File: src/rtl/ex_operand_stage.sv
// ID/EX pipeline register with EX-stage operand forwarding for the RV32 pipeline.
// Holds one decoded instruction, resolves RAW hazards from EX/MEM and MEM/WB, and stalls ID on load-use.
module ex_operand_stage #(
  parameter int XLEN = 32,
  parameter int RA_W = 5
) (
  input  logic            clk,
  input  logic            rst,
  // ID side
  input  logic            id_valid,
  output logic            id_ready,
  input  logic [XLEN-1:0] id_pc,
  input  logic [XLEN-1:0] id_rs1_data,
  input  logic [XLEN-1:0] id_rs2_data,
  input  logic [XLEN-1:0] id_imm,
  input  logic [RA_W-1:0] id_rs1,
  input  logic [RA_W-1:0] id_rs2,
  input  logic [RA_W-1:0] id_rd,
  input  logic            id_asel,
  input  logic [1:0]      id_bsel,
  input  logic [3:0]      id_aluctr,
  input  logic            id_regwrite,
  input  logic            id_memread,
  input  logic            id_memwrite,
  // pipeline control
  input  logic            ex_ready,
  input  logic            ex_flush,
  // forwarding sources
  input  logic [RA_W-1:0] mem_rd,
  input  logic            mem_regwrite,
  input  logic [XLEN-1:0] mem_result,
  input  logic [RA_W-1:0] wb_rd,
  input  logic            wb_regwrite,
  input  logic [XLEN-1:0] wb_data,
  // ALU and EX/MEM side
  output logic [XLEN-1:0] alu_da,
  output logic [XLEN-1:0] alu_db,
  output logic [3:0]      alu_aluctr,
  output logic            ex_valid,
  output logic [RA_W-1:0] ex_rd,
  output logic            ex_regwrite,
  output logic            ex_memread,
  output logic            ex_memwrite,
  output logic [XLEN-1:0] ex_store_data
);

  localparam logic [XLEN-1:0] CONST_FOUR = XLEN'(4);

  logic            valid_reg,    valid_next;
  logic [XLEN-1:0] pc_reg,       pc_next;
  logic [XLEN-1:0] rs1_data_reg, rs1_data_next;
  logic [XLEN-1:0] rs2_data_reg, rs2_data_next;
  logic [XLEN-1:0] imm_reg,      imm_next;
  logic [RA_W-1:0] rs1_reg,      rs1_next;
  logic [RA_W-1:0] rs2_reg,      rs2_next;
  logic [RA_W-1:0] rd_reg,       rd_next;
  logic            asel_reg,     asel_next;
  logic [1:0]      bsel_reg,     bsel_next;
  logic [3:0]      aluctr_reg,   aluctr_next;
  logic            regwrite_reg, regwrite_next;
  logic            memread_reg,  memread_next;
  logic            memwrite_reg, memwrite_next;

  logic            advance;
  logic            load_use;
  logic [XLEN-1:0] fwd_rs1;
  logic [XLEN-1:0] fwd_rs2;

  // Forwarding network: index 0 is rs1, index 1 is rs2. MEM beats WB; x0 is never forwarded.
  logic [1:0][RA_W-1:0] src_idx;
  logic [1:0][XLEN-1:0] src_data;
  logic [1:0][XLEN-1:0] fwd_data;

  assign src_idx  = {rs2_reg, rs1_reg};
  assign src_data = {rs2_data_reg, rs1_data_reg};

  genvar gi;
  generate
    for (gi = 0; gi < 2; gi++) begin : g_fwd
      logic mem_hit;
      logic wb_hit;
      assign mem_hit = mem_regwrite && (mem_rd != '0) && (mem_rd == src_idx[gi]);
      assign wb_hit  = wb_regwrite && (wb_rd != '0) && (wb_rd == src_idx[gi]);
      assign fwd_data[gi] = mem_hit ? mem_result : (wb_hit ? wb_data : src_data[gi]);
    end
  endgenerate

  assign fwd_rs1 = fwd_data[0];
  assign fwd_rs2 = fwd_data[1];

  assign advance  = ex_ready || !valid_reg;
  assign load_use = valid_reg && memread_reg && (rd_reg != '0) &&
                    ((rd_reg == id_rs1) || (rd_reg == id_rs2)) && id_valid;
  assign id_ready = advance && !load_use;

  always_comb begin
    valid_next    = valid_reg;
    pc_next       = pc_reg;
    rs1_data_next = rs1_data_reg;
    rs2_data_next = rs2_data_reg;
    imm_next      = imm_reg;
    rs1_next      = rs1_reg;
    rs2_next      = rs2_reg;
    rd_next       = rd_reg;
    asel_next     = asel_reg;
    bsel_next     = bsel_reg;
    aluctr_next   = aluctr_reg;
    regwrite_next = regwrite_reg;
    memread_next  = memread_reg;
    memwrite_next = memwrite_reg;

    if (ex_flush || (advance && (load_use || !id_valid))) begin
      // Kill or bubble: only the control side needs clearing.
      valid_next    = 1'b0;
      aluctr_next   = '0;
      regwrite_next = 1'b0;
      memread_next  = 1'b0;
      memwrite_next = 1'b0;
    end else if (!advance) begin
      // Latch forwarded operands so a source retiring from WB mid-stall is not lost.
      rs1_data_next = fwd_rs1;
      rs2_data_next = fwd_rs2;
    end else begin
      valid_next    = 1'b1;
      pc_next       = id_pc;
      rs1_data_next = id_rs1_data;
      rs2_data_next = id_rs2_data;
      imm_next      = id_imm;
      rs1_next      = id_rs1;
      rs2_next      = id_rs2;
      rd_next       = id_rd;
      asel_next     = id_asel;
      bsel_next     = id_bsel;
      aluctr_next   = id_aluctr;
      regwrite_next = id_regwrite;
      memread_next  = id_memread;
      memwrite_next = id_memwrite;
    end
  end

  always_ff @(posedge clk or posedge rst) begin
    if (rst) begin
      valid_reg    <= 1'b0;
      pc_reg       <= '0;
      rs1_data_reg <= '0;
      rs2_data_reg <= '0;
      imm_reg      <= '0;
      rs1_reg      <= '0;
      rs2_reg      <= '0;
      rd_reg       <= '0;
      asel_reg     <= 1'b0;
      bsel_reg     <= '0;
      aluctr_reg   <= '0;
      regwrite_reg <= 1'b0;
      memread_reg  <= 1'b0;
      memwrite_reg <= 1'b0;
    end else begin
      valid_reg    <= valid_next;
      pc_reg       <= pc_next;
      rs1_data_reg <= rs1_data_next;
      rs2_data_reg <= rs2_data_next;
      imm_reg      <= imm_next;
      rs1_reg      <= rs1_next;
      rs2_reg      <= rs2_next;
      rd_reg       <= rd_next;
      asel_reg     <= asel_next;
      bsel_reg     <= bsel_next;
      aluctr_reg   <= aluctr_next;
      regwrite_reg <= regwrite_next;
      memread_reg  <= memread_next;
      memwrite_reg <= memwrite_next;
    end
  end

  assign alu_da = asel_reg ? pc_reg : fwd_rs1;

  always_comb begin
    alu_db = fwd_rs2;
    case (bsel_reg)
      2'd0: alu_db = fwd_rs2;
      2'd1: alu_db = imm_reg;
      2'd2: alu_db = CONST_FOUR;
      2'd3: alu_db = '0;
      default: alu_db = fwd_rs2;
    endcase
  end

  assign alu_aluctr    = valid_reg ? aluctr_reg : 4'd0;
  assign ex_valid      = valid_reg;
  assign ex_rd         = rd_reg;
  assign ex_regwrite   = regwrite_reg;
  assign ex_memread    = memread_reg;
  assign ex_memwrite   = memwrite_reg;
  assign ex_store_data = fwd_rs2;

endmodule

File: config.mk
export PLATFORM = sky130hd
export DESIGN_NAME = ex_operand_stage
export DESIGN_NICKNAME = d
export VERILOG_FILES = /design/src/rtl/ex_operand_stage.sv
export SDC_FILE = /design/constraint.sdc
export NUM_CORES = 1
export LEC_CHECK = 0
export ABC_AREA = 1
export BUFFER_PORTS_ARGS = -buffer_cell sky130_fd_sc_hd__buf_2
export CORE_UTILIZATION = 25
export CTS_CLUSTER_DIAMETER = 200
export DETAILED_ROUTE_END_ITERATION = 7
export PLACE_DENSITY_LB_ADDON = 0.3
export SETUP_SLACK_MARGIN = 0.1
export SLEW_MARGIN = 10
export SYNTH_ARGS = -nofsm -noshare
export SYNTH_HDL_FRONTEND = slang
export SYNTH_SLANG_ARGS = --single-unit
File: constraint.sdc
create_clock -name clk -period 15.45 [get_ports clk]
set_input_delay 3.09 -clock clk [delete_from_list [all_inputs] [get_ports clk]]
set_output_delay 3.09 -clock clk [all_outputs]
set_load 0.005 [all_outputs]
==> impl_metrics.csv <==
group,metric,value,unit
synth,syn-mean-instance-area,6.37,um^2
synth,ys_async_sr_fraction,100,%
synth,netlist.top_cell.by_area,"dfrtp_1",
grt,track_usage,22.1,%
cts,clk_latency,0.46,ns
cts,clkTransAtPathRegs,0.07,ns
synth,syn_area,0.0102,mm^2
cts,clock-root-buffer,"clkbuf_16",
timing,drv_slew,0,
power,p_leak,7.22,nW
placed_design,gp_congestion,0.933,
detailed_routing,vias,11600,
final_layout,final_cell_mix,"nand2_1, buf_2, nand3_1, dfrtp_1, inv_1",
timing,clock_skew,0.0154,ns
synth,ys_warn_count,0,
power,vdd_drop_max,0.0813,mV
timing,whs,0.471,ns
setup_path,path_max_fanout,33,
timing,tns,0,ns
final_layout,drive_gt1_share,22.3,%
floorplan,core,0.0399,mm^2
timing,max_freq,123,MHz
detailed_routing,drt_first_iter_violations,774,
setup_path,cp.required,12.36,ns
run_status,outcome,"finished, final reports clean",
grt,grt_pass1_vias,11300,
detailed_routing,vias_per_cell,4.81,
setup_path,cp-end-kind,"output port",
final_layout,fillers,4462,
floorplan,ioPinCount,344,
worst_hold_path,min_path_type,"register to register",
detailed_routing,wl,45600,um
cts,clock-sinks,154,
power,power_density,112,mW/mm^2
cts,clockBufferDepth,2,
placed_design,io_buffers,343,
timing,finalSetupViolCount,0,
grt,antenna_found_initial,20,
cts,ctsHoldBuffers,0,
final_layout,area_delta_synth_final,26.4,%
cts,cts_resized,0,
timing,worst_pin_slew,1.09,ns
detailed_routing,drc,0,
floorplan,fp.dieW,204,um
cts,cts_buffers,17,
grt,grt.overflow.total,0,
synth,synth_cell_types,23,
synth,synth_edf_count,0,
floorplan,initial_utilization,25.5,%
timing,grt_setup_unrepaired,"false",
detailed_routing,post_drt_wl_per_cell,18.9,um
final_layout,layout_commonest_cell,"nand2_1",
synth,seq_area_frac_synth,37.8,%
timing,fin_crit,8.10,ns
cts,cts_tree,"built",
placed_design,dp_cells,2377,
grt,grt_max_degree,90,
final_layout,fin_cells,2417,
setup_path,crit_arrival,5.01,ns
setup_path,path_class,"input pin to output port",
grt,grt_pass1_wl,68500,um
synth,yosysTopAreaCellShare,37.8,%
timing,report.final.hold_viol_count,0,
floorplan,die_y,204,um
detailed_routing,drtPass1Iterations,5,
synth,synth_flop_cell,"dfrtp_1",
floorplan,rows,73,
job,maxCapViolCount,0,
synth,synth-seq-cells,154,
timing,max-slew-margin-rel,27.5,%
placed_design,hpwl,33000,um
synth,ys_top_cells_by_area,"dfrtp_1, nand2_1, nand3_1",
setup_path,startpoint_type,"input pin",
synth,synth_cells,1598,
floorplan,die_area,0.0415,mm^2
synth,synth_nets,1832,
final_layout,final_nets,2105,
detailed_routing,ant_nets,0,
cts,htree_levels,4,
cts,cts_setup_buffers,0,
timing,finalCritPeriodShare,52.4,%
-- cells in the mapped netlist (2+ instances only) --
master / n
xnor2_1: 8
a21oi_1: 64
xor2_1: 11
a31oi_1: 32
inv_1: 120
clkbuf_1: 40
inv_2: 7
buf_4: 13
nor2_2: 7
nor2_1: 114
nand2_1: 606
dfrtp_1: 154
nor3_2: 2
buf_2: 53
nand4_1: 32
nand3_1: 323
buf_1: 6
-- path summary, 6_finish.rpt --
kind	startpoint	to	slack [ns]	depth (start not counted)
min reg2reg	imm_reg[17]	imm_reg[17]	0.47	2
max in group asynchronous	rst	rs1_data_reg[1]	11.57	3
min	imm_reg[17]	imm_reg[17]	0.47	2
min in group asynchronous	rst	pc_reg[22]	2.69	2
max	wb_rd[0]	alu_da[19]	7.35	11
max reg2reg	ex_valid	pc_reg[0]	11.61	11
-- metal layers --
metal / wire (um) / vias to the layer above / part of all wire (%) / global-route usage (%)
met2: 22000 / 443 / 48 / 37.6
li1: - / 5668 / - / -
met1: 18300 / 5415 / 40 / 26.3
met5: 162 / - / 0.36 / 0
met4: 1310 / 24 / 2.9 / 8.27
met3: 3810 / 85 / 8.4 / 6.41
-- cells by family after synthesis --
family,share of synthesized area [%]
simple gates,45.2
buf+inv,10.1
flops,37.8
compound gates,5.16
xor+xnor,1.63
-- power breakdown --
| part | leakage, nW | total (mW) | internal, mW | switching (mW) |
|---|---|---|---|---|
| Sequential | 1.90 | 0.512 | 0.470 | 0.0424 |
| Combinational | 5.03 | 0.465 | 0.168 | 0.298 |
| Clock | 0.285 | 0.458 | 0.267 | 0.191 |
| Total | 7.22 | 1.44 | 0.905 | 0.531 |
-- through the flow --
step	setup slack, ns	power, mW	util, %	area, um^2
CTS	7.33	1.46	32.2	12800
global route	7.10	1.54	32.2	12900
detailed placement	7.33	0.992	30.7	12200
global placement	7.33	0.987	30.7	12200
floorplan	8.21	0.788	-	10200
finish	7.35	1.44	32.2	12900
-- layout make-up --
cell class	instances	area [um^2]	area share [%]
antenna	8	20.0	0.156
clock buffer	22	474	3.68
clock inverter	10	141	1.10
inverter	128	492	3.82
multi-input combinational	1203	5340	41.5
sequential	154	3850	29.9
tap	525	657	5.10
timing repair buffer	367	1900	14.7
-- worst max-delay path, cell delays in order --
cell and delay (ns):
buf_2 0.13, xnor2_1 0.17, nand3_1 0.13, nor2_2 0.10
buf_4 0.34, nand2_1 0.09, buf_4 0.27, nand2_1 0.11
nand3_1 0.09, a31oi_1 0.29, buf_2 0.18
Note: power is estimated with default switching activity, not from simulation.
